[src/rtl/song_recorder_pkg.sv]
// Shared constants, state encoding and key priority encoders for the song recorder.
// Track entries are packed {octave, note, length} to match the song ROM layout.
package song_recorder_pkg;

  localparam int ADDR_BITS       = 6;
  localparam int DEPTH           = 1 << ADDR_BITS;
  localparam int NOTE_KEY_BITS   = 7;
  localparam int LENGTH_KEY_BITS = 4;
  localparam int OCTAVE_BITS     = 3;
  localparam int NOTE_BITS       = 3;
  localparam int LENGTH_BITS     = 3;
  localparam int ENTRY_BITS      = OCTAVE_BITS + NOTE_BITS + LENGTH_BITS;

  localparam logic [NOTE_BITS-1:0] NOTE_REST = 3'd0;
  localparam logic [NOTE_BITS-1:0] NOTE_DO   = 3'd1;
  localparam logic [NOTE_BITS-1:0] NOTE_RE   = 3'd2;
  localparam logic [NOTE_BITS-1:0] NOTE_MI   = 3'd3;
  localparam logic [NOTE_BITS-1:0] NOTE_FA   = 3'd4;
  localparam logic [NOTE_BITS-1:0] NOTE_SOL  = 3'd5;
  localparam logic [NOTE_BITS-1:0] NOTE_LA   = 3'd6;
  localparam logic [NOTE_BITS-1:0] NOTE_SI   = 3'd7;

  localparam logic [OCTAVE_BITS-1:0] OCT_MIN     = 3'd1;
  localparam logic [OCTAVE_BITS-1:0] OCT_MAX     = 3'd7;
  localparam logic [OCTAVE_BITS-1:0] OCT_DEFAULT = 3'd4;

  localparam logic [LENGTH_BITS-1:0] LEN_KEY0    = 3'd1;
  localparam logic [LENGTH_BITS-1:0] LEN_KEY1    = 3'd2;
  localparam logic [LENGTH_BITS-1:0] LEN_KEY2    = 3'd3;
  localparam logic [LENGTH_BITS-1:0] LEN_KEY3    = 3'd4;
  localparam logic [LENGTH_BITS-1:0] DEFAULT_LEN = 3'd2;

  typedef enum logic [1:0] {
    ST_IDLE = 2'd0,
    ST_REC  = 2'd1,
    ST_DONE = 2'd2
  } rec_state_t;

  // Lowest set key wins; the loop runs downward so the last assignment is the lowest bit.
  function automatic logic [NOTE_BITS-1:0] note_code(input logic [NOTE_KEY_BITS-1:0] keys);
    note_code = NOTE_REST;
    for (int i = NOTE_KEY_BITS - 1; i >= 0; i--) begin
      if (keys[i]) note_code = NOTE_BITS'(i + 1);
    end
  endfunction

  function automatic logic [LENGTH_BITS-1:0] length_code(input logic [LENGTH_KEY_BITS-1:0] keys);
    length_code = DEFAULT_LEN;
    for (int i = LENGTH_KEY_BITS - 1; i >= 0; i--) begin
      if (keys[i]) length_code = LENGTH_BITS'(i + 1);
    end
  endfunction

endpackage

[src/rtl/track_ram.sv]
// Track memory: one write port and one registered read port with read-old-data behaviour.
// Contents are deliberately not reset; only the read register is.
module track_ram
  import song_recorder_pkg::*;
(
  input  logic                  clk,
  input  logic                  rst_n,
  input  logic                  we,
  input  logic [ADDR_BITS-1:0]  wr_addr,
  input  logic [ENTRY_BITS-1:0] wr_data,
  input  logic [ADDR_BITS-1:0]  rd_addr,
  output logic [ENTRY_BITS-1:0] rd_data
);

  logic [ENTRY_BITS-1:0] mem [DEPTH];

  always_ff @(posedge clk) begin
    if (we) mem[wr_addr] <= wr_data;
  end

  always_ff @(posedge clk or negedge rst_n) begin
    if (!rst_n) rd_data <= '0;
    else        rd_data <= mem[rd_addr];
  end

endmodule

[src/rtl/song_recorder.sv]
// Record-mode controller: turns note/rest key presses into track entries that
// the play-mode path can replay, with octave control, undo and finish.
module song_recorder
  import song_recorder_pkg::*;
(
  input  logic                       clk,
  input  logic                       rst_n,
  input  logic                       en,
  input  logic                       oct_up,
  input  logic                       oct_down,
  input  logic [NOTE_KEY_BITS-1:0]   note_key,
  input  logic [LENGTH_KEY_BITS-1:0] length_key,
  input  logic                       rest_key,
  input  logic                       undo,
  input  logic                       finish,
  input  logic [ADDR_BITS-1:0]       rd_addr,
  output logic [OCTAVE_BITS-1:0]     rd_octave,
  output logic [NOTE_BITS-1:0]       rd_note,
  output logic [LENGTH_BITS-1:0]     rd_length,
  output logic [ADDR_BITS:0]         track_len,
  output logic [OCTAVE_BITS-1:0]     octave,
  output logic [NOTE_BITS-1:0]       last_note,
  output logic                       recording,
  output logic                       full
);

  rec_state_t                 state;
  logic                       en_d;
  logic [NOTE_KEY_BITS-1:0]   key_prev;
  logic                       press;
  logic                       wr_en;
  logic [NOTE_BITS-1:0]       cap_note;
  logic [LENGTH_BITS-1:0]     cap_len;
  logic [ENTRY_BITS-1:0]      wr_data;
  logic [ENTRY_BITS-1:0]      rd_data;

  assign recording = (state == ST_REC);
  assign full      = (track_len == (ADDR_BITS+1)'(DEPTH));

  // A write needs every higher-priority event (en low, finish, undo) absent; a press shadows rest_key.
  always_comb begin
    press    = (note_key != '0) && (key_prev == '0);
    cap_len  = length_code(length_key);
    cap_note = press ? note_code(note_key) : NOTE_REST;
    wr_en    = 1'b0;
    if ((state == ST_REC) && en && !finish && !undo && !full && (press || rest_key))
      wr_en = 1'b1;
    wr_data  = {octave, cap_note, cap_len};
  end

  always_ff @(posedge clk or negedge rst_n) begin
    if (!rst_n) begin
      state     <= ST_IDLE;
      en_d      <= 1'b0;
      key_prev  <= '0;
      track_len <= '0;
      octave    <= OCT_DEFAULT;
      last_note <= NOTE_REST;
    end else begin
      en_d     <= en;
      key_prev <= note_key;
      case (state)
        ST_IDLE: begin
          if (en && !en_d) begin
            state     <= ST_REC;
            track_len <= '0;
            last_note <= NOTE_REST;
            octave    <= OCT_DEFAULT;
          end
        end
        ST_REC: begin
          if (!en) begin
            state <= ST_IDLE;
          end else begin
            if (oct_up && !oct_down && (octave != OCT_MAX))
              octave <= octave + 3'd1;
            else if (oct_down && !oct_up && (octave != OCT_MIN))
              octave <= octave - 3'd1;

            if (finish) begin
              state <= ST_DONE;
            end else if (undo) begin
              if (track_len != '0) begin
                track_len <= track_len - 1'b1;
                last_note <= NOTE_REST;
              end
            end else if (wr_en) begin
              track_len <= track_len + 1'b1;
              last_note <= cap_note;
            end
          end
        end
        ST_DONE: begin
          if (!en) state <= ST_IDLE;
        end
        default: state <= ST_IDLE;
      endcase
    end
  end

  track_ram u_track_ram (
    .clk     (clk),
    .rst_n   (rst_n),
    .we      (wr_en),
    .wr_addr (track_len[ADDR_BITS-1:0]),
    .wr_data (wr_data),
    .rd_addr (rd_addr),
    .rd_data (rd_data)
  );

  assign {rd_octave, rd_note, rd_length} = rd_data;

endmodule

[config.mk]
export PLATFORM = sky130hd
export DESIGN_NAME = song_recorder
export DESIGN_NICKNAME = d
export VERILOG_FILES = /design/src/rtl/song_recorder_pkg.sv /design/src/rtl/track_ram.sv /design/src/rtl/song_recorder.sv
export SDC_FILE = /design/constraint.sdc
export NUM_CORES = 1
export LEC_CHECK = 0
export ABC_AREA = 1
export ABC_CLOCK_PERIOD_IN_PS = 3000
export BUFFER_PORTS_ARGS = -buffer_cell sky130_fd_sc_hd__buf_2
export CORE_MARGIN = 3
export CORE_UTILIZATION = 45
export CTS_BUF_LIST = sky130_fd_sc_hd__clkbuf_8
export DETAILED_ROUTE_END_ITERATION = 16
export GPL_TIMING_DRIVEN = 0
export PLACE_DENSITY = 0.69
export SKIP_CTS_REPAIR_TIMING = 1
export SYNTH_ARGS = -nofsm -noshare
export SYNTH_HDL_FRONTEND = slang
export SYNTH_SLANG_ARGS = --single-unit
[constraint.sdc]
create_clock -name clk -period 3 [get_ports clk]
set_clock_uncertainty 0.1 [all_clocks]
set_input_delay 0 -clock clk [delete_from_list [all_inputs] [get_ports clk]]
set_output_delay 0 -clock clk [all_outputs]
set_load 0.005 [all_outputs]
-- Word level (Yosys, flattened, before mapping)
Memories as Yosys holds them, arrays and structs flattened. A register that Yosys moved wholly into a read port is not among the register bits.
Cells that the tools add are included.
- register bits after elaboration: 23
- RAM bits: 576
- input port bits: 25
- output and inout port bits: 24
- memories: 1
- memory list (name ; words ; width ; read ports ; clocked after Yosys merged registers in ; wr ports ; line ; text):
    u_track_ram.mem ; 64 ; 9 ; 1 ; 1 ; 1 ; track_ram.sv:15 ; logic [ENTRY_BITS-1:0] mem [DEPTH];
- $add $sub $neg: 4
- equal/unequal tests: 13
- mux-type cells: 39
- reductions and logical operators: 27
- operators with widths (operator ; count):
    $mux W3 ; 22
    $mux W7 ; 6
    $pmux W7 S2 ; 1
    $reduce_bool A7 Y1 ; 2
    $pmux W3 S2 ; 2
    $logic_and A1 B1 Y1 ; 11
    $mux W2 ; 4
    $ne A2 B2 Y1 const B ; 4
    $add A7 B1 Y7 const B ; 1
    $eq A7 B7 Y1 const B ; 1
    $logic_not A1 Y1 ; 7
    $logic_not A7 Y1 ; 1
    $sub A7 B1 Y7 const B ; 1
    $ne A3 B1 Y1 const B ; 2
    $ne A3 B2 Y1 const B ; 2
    $ne A3 B3 Y1 const B ; 2
    $pmux W2 S3 ; 1
    $reduce_and A6 Y1 ; 1
    $reduce_and A4 Y1 ; 1
    $add A3 B1 Y3 const B ; 1
    $mux W1 ; 3
    $reduce_and A3 Y1 ; 1
    $sub A3 B1 Y3 const B ; 1
    $eq A2 B1 Y1 const B ; 1
    other kinds (4) ; 4

-- Longest topological paths before layout
Gate-level depths: netlist (run 1).
- depth in word-level cells: 13
- gate-level depth with buffers: 12
- gate-level depth less buffers: 11

-- Hierarchy
Synthesis (run 1) repeated with hierarchy kept, for this count alone.
- cells, all modules: 2239
- area total of the unflattened synthesis: 25507.0 sq um
- modules (own cells, without submodules) (module ; instances ; cells an instance ; area each (sq um)):
    track_ram ; 1 ; 2016 ; 23877.9
    song_recorder ; 1 ; 223 ; 1629.1

-- Worst setup path after synthesis (run 1)
OpenSTA, ideal clock, no wires.
- path type: input to register
- from: input length_key[2]
- to: memory u_track_ram.mem[0][0] in the netlist's numbering, data pin
- arrival: 2.561 ns
- data required time: 2.198 ns
- slack: -0.362 ns
- cell stages on the path: 2
- path buffers: 0
- cell sequence: inv_1 > o21ai_0
- longest elaborated chain between the ends: 3
- RTL lines (element ; line ; text):
    start: declaration ; song_recorder.sv:12 ; input logic [LENGTH_KEY_BITS-1:0] length_key,
    $mux W3 (3 in a row) ; song_recorder_pkg.sv:50 ; if (keys[i]) length_code = LENGTH_BITS'(i + 1);
    named net cap_len[0] ; song_recorder.sv:33 ; logic [LENGTH_BITS-1:0] cap_len;
    end: declaration ; track_ram.sv:15 ;
The timed path passes the listed nets, and every way through them passes these cells.

-- Final worst setup path (run 1)
- from: register key_prev[5]
- to: memory u_track_ram.mem[61][0] in the netlist's numbering (enable)
- longest elaborated chain between the ends: 7
- RTL lines (element ; line ; text):
    start: declaration ; song_recorder.sv:29 ; logic [NOTE_KEY_BITS-1:0] key_prev;
    start signal: assignment ; song_recorder.sv:61 ; key_prev <= note_key;
    $logic_not A7 Y1 ; song_recorder.sv:42 ; press = (note_key != '0) && (key_prev == '0);
    $logic_and A1 B1 Y1 ; song_recorder.sv:42 ;
    $logic_or A1 B1 Y1 ; song_recorder.sv:46 ; if ((state == ST_REC) && en && !finish && !undo && !full && (press || rest_key))
    $logic_and A1 B1 Y1 ; song_recorder.sv:46 ;
    $mux W1 ; song_recorder.sv:46 ;
    $mux W1 ; track_ram.sv:18 ; if (we) mem[wr_addr] <= wr_data;
    $mux W1 (implied by the code) ; track_ram.sv:18 ;
Every way passes these cells.

==> impl_metrics.toml, run 1 <==
[floorplan]
start_util_pct = 45.7
die_width_um = 243
row_count = 86
ioPinCount = 49
core_area_sq_mm = 0.0553
total_die_area_sq_mm = 0.0591
die_h_um = 243

[global_routing]
grt_overflow_total = 0
grt_start_max_net_pins = 71
grt_util_all_layers_pct = 24.6
grt_pass1_wl_um = 108000
antenna_found_initial = 2
first_global_vias = 17200

[drt]
detail_route.wl_per_cell_um = 22.7
dr.pass1.iters = 5
initialDrtViolationCount = 2463
drtAntennaViolNets = 0
detail_route.wirelength_um = 73800
drc = 0
via_count_of_the_routed_design = 18200
detail_route.vias_per_cell = 5.59

[layout]
final.fill_count = 4725
mostFrequentLayoutCell = "sky130_fd_sc_hd__nand2_1"
postLayoutCellArea_sq_mm = 0.0291
multi_input_comb_area_sq_mm = 0.00663
layout-area-overhead-vs-synth_pct = 15.1
nets = 2451
post_layout_nonfiller_instances = 3246
ff_latch_area_sq_mm = 0.0181
layout_common_cells = "786 x sky130_fd_sc_hd__nand2_1, 576 x sky130_fd_sc_hd__edfxtp_1, 517 x sky130_fd_sc_hd__nand3_1, 107 x sky130_fd_sc_hd__clkbuf_8, 105 x sky130_fd_sc_hd__buf_2"
postLayoutCoreUtil_pct = 52.6
drive_above_1_share_pct = 13.9

[timing]
finalMaxSlewViolations = 0
post-route-worst-setup-slack_ns = -0.0314
worst-slew-pin-transition_ns = 0.984
totalNegativeSetupSlack_ns = -0.195
fin_worst_hold_slack_ns = 0.00881
achievable-frequency_ghz = 0.330
min_period_ns = 3.03
grt_setup_unrepaired = "true"
setup_viol = 11
finalHoldViolations = 0
max_transition_margin_pct = 34.2
min_period_over_period_pct = 101

[clock_tree]
tritoncts.num_buffers = 99
clk_pin_slew_worst_paths_ns = 0.06
clockBufferDepth = 3
clk-insertion-delay-late_ns = 0.68
cts_root_buffer = "sky130_fd_sc_hd__clkbuf_8"
cts_tree = "yes"
tritoncts_num_sinks = 608
h-tree-depth = 3

[place]
detailed_place_hpwl_um = 50000
gp_congestion = 0.912
postPlaceCellArea_sq_mm = 0.0267
numPlacedInstances = 3028
port_buffers = 42

[logic_synthesis]
ys_ff_latch = 608
synth.yosys.seq_area_share_pct = 71.6
syn_inst = 2228
synth.lib_cells_used.distinct = 31
avgSynthCellArea_sq_um = 11.3
syn_nets = 2263
synthesis.area_sq_mm = 0.0253
synth_warnings = 0

[run_status]
failed_checks = "negative setup slack"
result_of_the_run = "complete, but fails checks"

[worst_setup_path]
start_kind = "flop"
regToRegStartpoint = "key_prev[5]$_DFF_PN0_"
path_class = "flop to flop"
crit_required_ns = 3.19
worst_setup_path_end_kind = "flop"
path_max_fanout = 9
crit_path_start = "key_prev[5]$_DFF_PN0_"
worstPathArrival_ns = 3.22

[hold_path]
worstHoldPathType = "primary input to flop"
worst_hold_startpoint = "rest_key"

[power_and_ir_drop]
power_leakage_nw = 11.2
ir_drop_mv = 0.383
powerDensity_mw_per_mm2 = 631

[run]
maxCapViolCount = 0
-- cells by family after synthesis --
family / count (synthesis) / share of synthesized area [%]
buf+inv: 168 / 3.06
xor+xnor: 6 / 0.208
fa+ha+maj: 10 / 0.525
simple gates: 1424 / 24.4
compound gates: 12 / 0.247
flops: 608 / 71.6
-- stage by stage --
step,worst slack (ns),power [mW]
after floorplan,0.0641,10.8
after global placement,-2.76,11.5
after detailed placement,-0.346,11.6
after CTS,-0.360,18.3
after global routing,-0.193,19.0
final,-0.0314,18.4
-- layer usage --
| metal | global-route usage [%] | share of wire, % | vias to the layer above |
|---|---|---|---|
| met5 | 0 | 0.018 | - |
| met1 | 33.0 | 39 | 8757 |
| met4 | 9.42 | 3.4 | 2 |
| met2 | 39.1 | 47 | 1074 |
| met3 | 5.74 | 11 | 168 |
| li1 | - | - | 8154 |
-- area by class of cell --
type / count / share of cell area (%)
sequential: 608 / 62.2
inverter: 44 / 0.567
tap: 748 / 3.21
clock buffer: 107 / 5.06
buffer: 124 / 2.09
multi-input combinational: 1452 / 22.8
clock inverter: 75 / 1.38
antenna: 1 / 0.00859
timing repair buffer: 87 / 2.73
-- cell usage after synthesis (all sizes together) --
master | n | area share (%)
a21oi | 6 | 0.12
dfstp | 1 | 0.10
nand4 | 5 | 0.12
nand3 | 518 | 10
inv | 41 | 0.61
a31oi | 1 | 0.025
clkbuf | 29 | 0.43
fa | 1 | 0.079
buf | 95 | 2.0
o21ai | 4 | 0.079
xor2 | 1 | 0.035
clkinv | 3 | 0.045
nand2 | 798 | 12
nand3b | 3 | 0.089
xnor2 | 5 | 0.17
nor2b | 1 | 0.025
nor2 | 93 | 1.6
edfxtp | 576 | 68
dfrtp | 31 | 3.1
o22ai | 1 | 0.025
ha | 9 | 0.45
nor3 | 6 | 0.12
-- worst paths after layout --
path | to | depth (start not counted) | slack [ns]
max | u_track_ram.mem[61][0]$_DFFE_PP_ | 8 | -0.03
min reg2reg | last_note[0]$_DFFE_PN0P_ | 2 | 0.37
min | track_len[2]$_DFFE_PN0P_ | 8 | 0.009
max reg2reg | u_track_ram.mem[61][0]$_DFFE_PP_ | 8 | -0.03
max in group asynchronous | u_track_ram.rd_data[3]$_DFF_PN0_ | 4 | 2.25
min in group asynchronous | octave[2]$_DFFE_PN1P_ | 3 | 0.30
-- critical path, stage by stage (launching register included) --
cell and delay, ns:
sky130_fd_sc_hd__dfrtp_1 0.36, sky130_fd_sc_hd__nor3_1 0.19, sky130_fd_sc_hd__nor2b_1 0.25, sky130_fd_sc_hd__nand2_1 0.21, sky130_fd_sc_hd__nand2_1 0.22, sky130_fd_sc_hd__nand2_4 0.14, sky130_fd_sc_hd__nor2_8 0.18, sky130_fd_sc_hd__nand2_4 0.20
sky130_fd_sc_hd__nor2_1 0.80
-- sequential cells by signal, summed over array words and instances, names as in the netlist --
register             flops
key_prev                 7
u_track_ram.mem        576
last_note                3
octave                   3
u_track_ram.rd_data      9
track_len                7
en_d                     1
state                    2
-- power by group --
part | internal [mW] | switching [mW]
combinational | 0.518 | 1.27
clock | 3.54 | 3.28
sequential | 9.50 | 0.261
total | 13.6 | 4.81
(Power assumes the default switching activity.)
==> run 2, diff against run 1 <==
REMOVE_ABC_BUFFERS = 1   (was not set)
==> impl_metrics.toml, run 2 (synthesis results as in run 1) <==
[worst_setup_path]
regToRegStartpoint = "track_len[4]$_DFFE_PN0P_"
crit_required_ns = 3.18
critical_path.reg2reg.endpoint = "u_track_ram.mem[30][7]$_DFFE_PP_"
worstRegToRegCells = 10
path_class = "flop to flop"
start_kind = "flop"
crit_path_start = "track_len[4]$_DFFE_PN0P_"
worstPathArrival_ns = 3.16
ff2ff_setup_slack_ns = 0.02
worst_setup_path_end_kind = "flop"
path_max_fanout = 9
crit_path_end = "u_track_ram.mem[30][7]$_DFFE_PP_"

[timing]
max_transition_margin_pct = 23.0
min_period_ns = 2.98
post-route-worst-setup-slack_ns = 0.0170
fin_worst_hold_slack_ns = 0.0306
setup_viol = 0
grt_setup_unrepaired = "true"
finalMaxSlewViolations = 0
achievable-frequency_ghz = 0.335
finalHoldViolations = 0
worst-slew-pin-transition_ns = 1.15
min_period_over_period_pct = 99.4

[floorplan]
row_count = 86
ioPinCount = 49
total_die_area_sq_mm = 0.0591
core_area_sq_mm = 0.0553
die_h_um = 243
start_util_pct = 45.7
die_width_um = 243

[global_routing]
grt_overflow_total = 0
antenna_found_initial = 1
grt_pass1_wl_um = 91900
grt_start_max_net_pins = 157
grt_util_all_layers_pct = 20.0
first_global_vias = 16100

[run_status]
result_of_the_run = "completed"

[hold_path]
worstHoldPathType = "primary input to flop"

[clock_tree]
clk-insertion-delay-late_ns = 0.68
tritoncts.num_buffers = 98
clk_pin_slew_worst_paths_ns = 0.06
cts_tree = "yes"
tritoncts_num_sinks = 608
clockBufferDepth = 3
h-tree-depth = 3
cts_root_buffer = "sky130_fd_sc_hd__clkbuf_8"

[layout]
layout-area-overhead-vs-synth_pct = 13.4
postLayoutCoreUtil_pct = 51.8
drive_above_1_share_pct = 11.1
largest_registers = "u_track_ram.mem (576), u_track_ram.rd_data (9)"
layout_common_cells = "786 x sky130_fd_sc_hd__nand2_1, 576 x sky130_fd_sc_hd__edfxtp_1, 517 x sky130_fd_sc_hd__nand3_1, 106 x sky130_fd_sc_hd__clkbuf_8, 65 x sky130_fd_sc_hd__inv_1"
nets = 2340
largest_reg_flops = 576
mostFrequentLayoutCell = "sky130_fd_sc_hd__nand2_1"
largest-register = "u_track_ram.mem"

[power_and_ir_drop]
powerDensity_mw_per_mm2 = 627
ir_drop_mv = 0.345
power_leakage_nw = 10.8

[drt]
detail_route.wirelength_um = 59900
via_count_of_the_routed_design = 16900
detail_route.vias_per_cell = 5.40
dr.pass1.iters = 5
initialDrtViolationCount = 1928
drc = 0
detail_route.wl_per_cell_um = 19.2
drtAntennaViolNets = 0

[place]
detailed_place_hpwl_um = 34300
dp_worst_setup_slack_ns = -0.262
port_buffers = 48
gp_congestion = 0.871

[run]
maxCapViolCount = 0
[run 2: changes by cell type in the layout (fill, tap and decap cells not counted), sizes merged]
cell | before | now
dlygate4sd3 | 33 | 34
clkinv | 29 | 33
buf | 149 | 67
inv | 82 | 72
clkbuf | 136 | 106
clkinvlp | 5 | 3
[run 2: worst min path at each step]
stage / end / start / depth (start not counted)
2_1_floorplan: en_d$_DFF_PN0_ / rst_n / 0
3_3_place_gp: key_prev[3]$_DFF_PN0_ / rst_n / 1
3_5_place_dp: key_prev[6]$_DFF_PN0_ / note_key[6] / 1
4_1_cts: key_prev[6]$_DFF_PN0_ / note_key[6] / 1
5_1_grt: state[0]$_DFFE_PN0P_ / finish / 3
6_report: state[0]$_DFFE_PN0P_ / finish / 3
[run 2: per-stage QoR]
| step | area (sq um) | std cells | total power, mW | setup TNS [ns] |
|---|---|---|---|---|
| 6_report | 28700 | 3127 | 18.0 | 0 |
| 5_1_grt | 28700 | 3127 | 18.6 | -4.37 |
| 4_1_cts | 28100 | 3089 | 18.0 | -13.58 |
| 3_5_place_dp | 26300 | 2916 | 11.4 | -12.19 |
| 3_3_place_gp | 25900 | 2900 | 11.4 | -674.45 |
| 2_1_floorplan | 24700 | 2104 | 10.7 | -37.61 |
[run 2: critical path: stages, from the launching register on]
cell and delay [ns]:
sky130_fd_sc_hd__dfrtp_1 0.55, sky130_fd_sc_hd__inv_1 0.15, sky130_fd_sc_hd__nand2_1 0.13, sky130_fd_sc_hd__nor2_1 0.12, sky130_fd_sc_hd__nand2_1 0.12, sky130_fd_sc_hd__nor2_2 0.06
sky130_fd_sc_hd__nor2_4 0.12, sky130_fd_sc_hd__nand2_4 0.12, sky130_fd_sc_hd__nor2_8 0.16, sky130_fd_sc_hd__nand2_4 0.17, sky130_fd_sc_hd__nor2_1 0.78
[run 2: metal layers]
layer	track usage, %	share of wire, %	vias to the layer above
met2	31.2	46	690
met5	0	0	-
met3	4.16	8.4	112
met1	28.3	43	8163
met4	6.63	2.5	0
li1	-	-	7923
[run 2: power breakdown]
| part | switching (mW) | internal (mW) |
|---|---|---|
| clock network | 3.13 | 3.49 |
| registers | 0.235 | 9.50 |
| logic | 1.12 | 0.489 |
| total | 4.48 | 13.5 |
[run 2: cell type report]
cell class,count,area [sq um]
antenna,1,2.50
timing repair buffer,101,1050
clock buffer,106,1460
fill,4732,26600
multi-input combinational,1452,6590
inverter,44,180
sequential,608,18100
tap,748,936
clock inverter,67,354
==> run 3, diff against run 2 <==
RECOVER_POWER = 25   (was not set)
==> impl_metrics.toml, run 3 (synthesis results as in run 1) <==
[worst_setup_path]
cp_cell_sequence = "inv_1, nand2_1, nor2_1, nand2_1, nor2_2, nor2_4, nand2_4, nor2_8, nand2_4, nor2_1"
ff2ff_setup_slack_ns = 0.02
crit_required_ns = 3.18
path_class = "flop to flop"
path_max_fanout = 9
worstPathArrival_ns = 3.16
cpPeakStageDelay_ns = 0.77
start_kind = "flop"
cpMaxStageDelayCell = "sky130_fd_sc_hd__nor2_1"
worst_setup_path_end_kind = "flop"

[power_and_ir_drop]
ir_drop_mv = 0.337
net-switching-power_mw = 4.47
netSwitchingFraction_pct = 25.0
pwr-share-comb_pct = 8.7
power_leakage_nw = 10.8
finalPower_mw = 17.9
power.share.sequential_pct = 54.4
power.share.clock_pct = 36.9
internal_power_mw = 13.4
powerDensity_mw_per_mm2 = 628

[clock_tree]
h-tree-depth = 3
clk-insertion-delay-late_ns = 0.67
clk_pin_slew_worst_paths_ns = 0.06
cts_tree = "yes"
clockBufferDepth = 3
tritoncts.num_buffers = 98
tritoncts_num_sinks = 608
cts_root_buffer = "sky130_fd_sc_hd__clkbuf_8"

[layout]
largest_reg_flops = 576
post_layout_nonfiller_instances = 3127
layout_common_cells = "786 x sky130_fd_sc_hd__nand2_1, 576 x sky130_fd_sc_hd__edfxtp_1, 517 x sky130_fd_sc_hd__nand3_1, 106 x sky130_fd_sc_hd__clkbuf_8, 66 x sky130_fd_sc_hd__inv_1"
final.fill_count = 4755
nets = 2340
mostFrequentLayoutCell = "sky130_fd_sc_hd__nand2_1"
largest_registers = "u_track_ram.mem (576), u_track_ram.rd_data (9)"
drive_above_1_share_pct = 10.1
layout-area-overhead-vs-synth_pct = 12.9
largest-register = "u_track_ram.mem"

[drt]
initialDrtViolationCount = 1739
detail_route.wirelength_um = 59700
via_count_of_the_routed_design = 16800
met1_wl_um = 25800
highest_layer = "met4"
met3_length_um = 4800
detail_route.vias_per_cell = 5.38
drc = 0
met2_length_um = 27600
detail_route.wl_per_cell_um = 19.1
dr.pass1.iters = 5
drtAntennaViolNets = 0

[floorplan]
ioPinCount = 49
die_width_um = 243
row_count = 86
core_area_sq_mm = 0.0553
start_util_pct = 45.7
total_die_area_sq_mm = 0.0591
die_h_um = 243

[run_status]
result_of_the_run = "complete, but fails checks"
failed_checks = "max-capacitance violations, max-slew violations"

[global_routing]
grt_pass1_wl_um = 91900
grt_start_max_net_pins = 157
antenna_found_initial = 1
grt_util_all_layers_pct = 20.0
first_global_vias = 16100
grt_overflow_total = 0

[timing]
worst-slew-pin-transition_ns = 2.06
fin_worst_hold_slack_ns = 0.0270
min_period_over_period_pct = 99.3
setup_viol = 0
max_transition_margin_pct = -37.6
min_period_ns = 2.98
finalMaxSlewViolations = 110
finalHoldViolations = 0
achievable-frequency_ghz = 0.336
grt_setup_unrepaired = "true"

[run]
maxCapViolCount = 3

[place]
numPlacedInstances = 2916
gp_congestion = 0.871
detailed_place_hpwl_um = 34300
port_buffers = 48

[hold_path]
worstHoldPathType = "primary input to flop"
==> run 3: cell types whose count changed in the layout (fill, tap and decap cells not counted), sizes merged <==
cell and delta:
clkbuf +23, buf -23
==> run 3: per-stage QoR <==
stage	setup TNS (ns)	util (%)	setup WS [ns]	cell area, sq um
after global routing	-4.41	51.6	-0.0749	28500
after CTS	-13.58	50.9	-0.301	28100
after global placement	-674.45	46.7	-9.20	25900
final	0	51.6	0.0207	28500
after floorplan	-37.61	-	-0.362	24700
after detailed placement	-12.19	47.6	-0.262	26300
==> run 3: metal layers <==
metal | global-route usage [%] | vias to the layer above
met2 | 31.2 | 683
met4 | 6.63 | 0
met5 | 0 | -
met3 | 4.16 | 114
li1 | - | 7918
met1 | 28.3 | 8121
==> run 3: power groups by stage <==
stage | combinational, mW | sequential [mW] | clock [mW]
floorplan | 0.807 | 9.87 | 0
global placement | 1.36 | 10.0 | 0
detailed placement | 1.51 | 9.91 | 0
CTS | 1.52 | 9.74 | 6.71
global route | 1.72 | 9.76 | 7.11
finish | 1.56 | 9.74 | 6.62
==> run 3: layout make-up <==
cell class              instances  area [sq um]  area share, %
diodes                          1          2.50        0.00877
well taps                     748           936           3.28
flip-flops and latches        608         18100           63.4
inverters                      44           180          0.631
clock buffers                 106          1460           5.11
multi-input cells            1452          6580           23.0
clock inverters                67           354           1.24
repair buffers                101           931           3.26
==> run 3: final timing paths <==
check	from	end	depth (start not counted)
max	track_len[4]$_DFFE_PN0P_	u_track_ram.mem[30][7]$_DFFE_PP_	10
min	finish	state[0]$_DFFE_PN0P_	3
max reg2reg	track_len[4]$_DFFE_PN0P_	u_track_ram.mem[30][7]$_DFFE_PP_	10
min reg2reg	last_note[0]$_DFFE_PN0P_	last_note[0]$_DFFE_PN0P_	2
max in group asynchronous	rst_n	octave[0]$_DFFE_PN0P_	4
min in group asynchronous	rst_n	octave[2]$_DFFE_PN1P_	3
==> run 3: critical path: cells and delay by family (launching register included) <==
| kind | cells | cell delay (ns) |
|---|---|---|
| and+or+nand+nor | 9 | 1.78 |
| DFF | 1 | 0.56 |
| buffers and inverters | 1 | 0.15 |
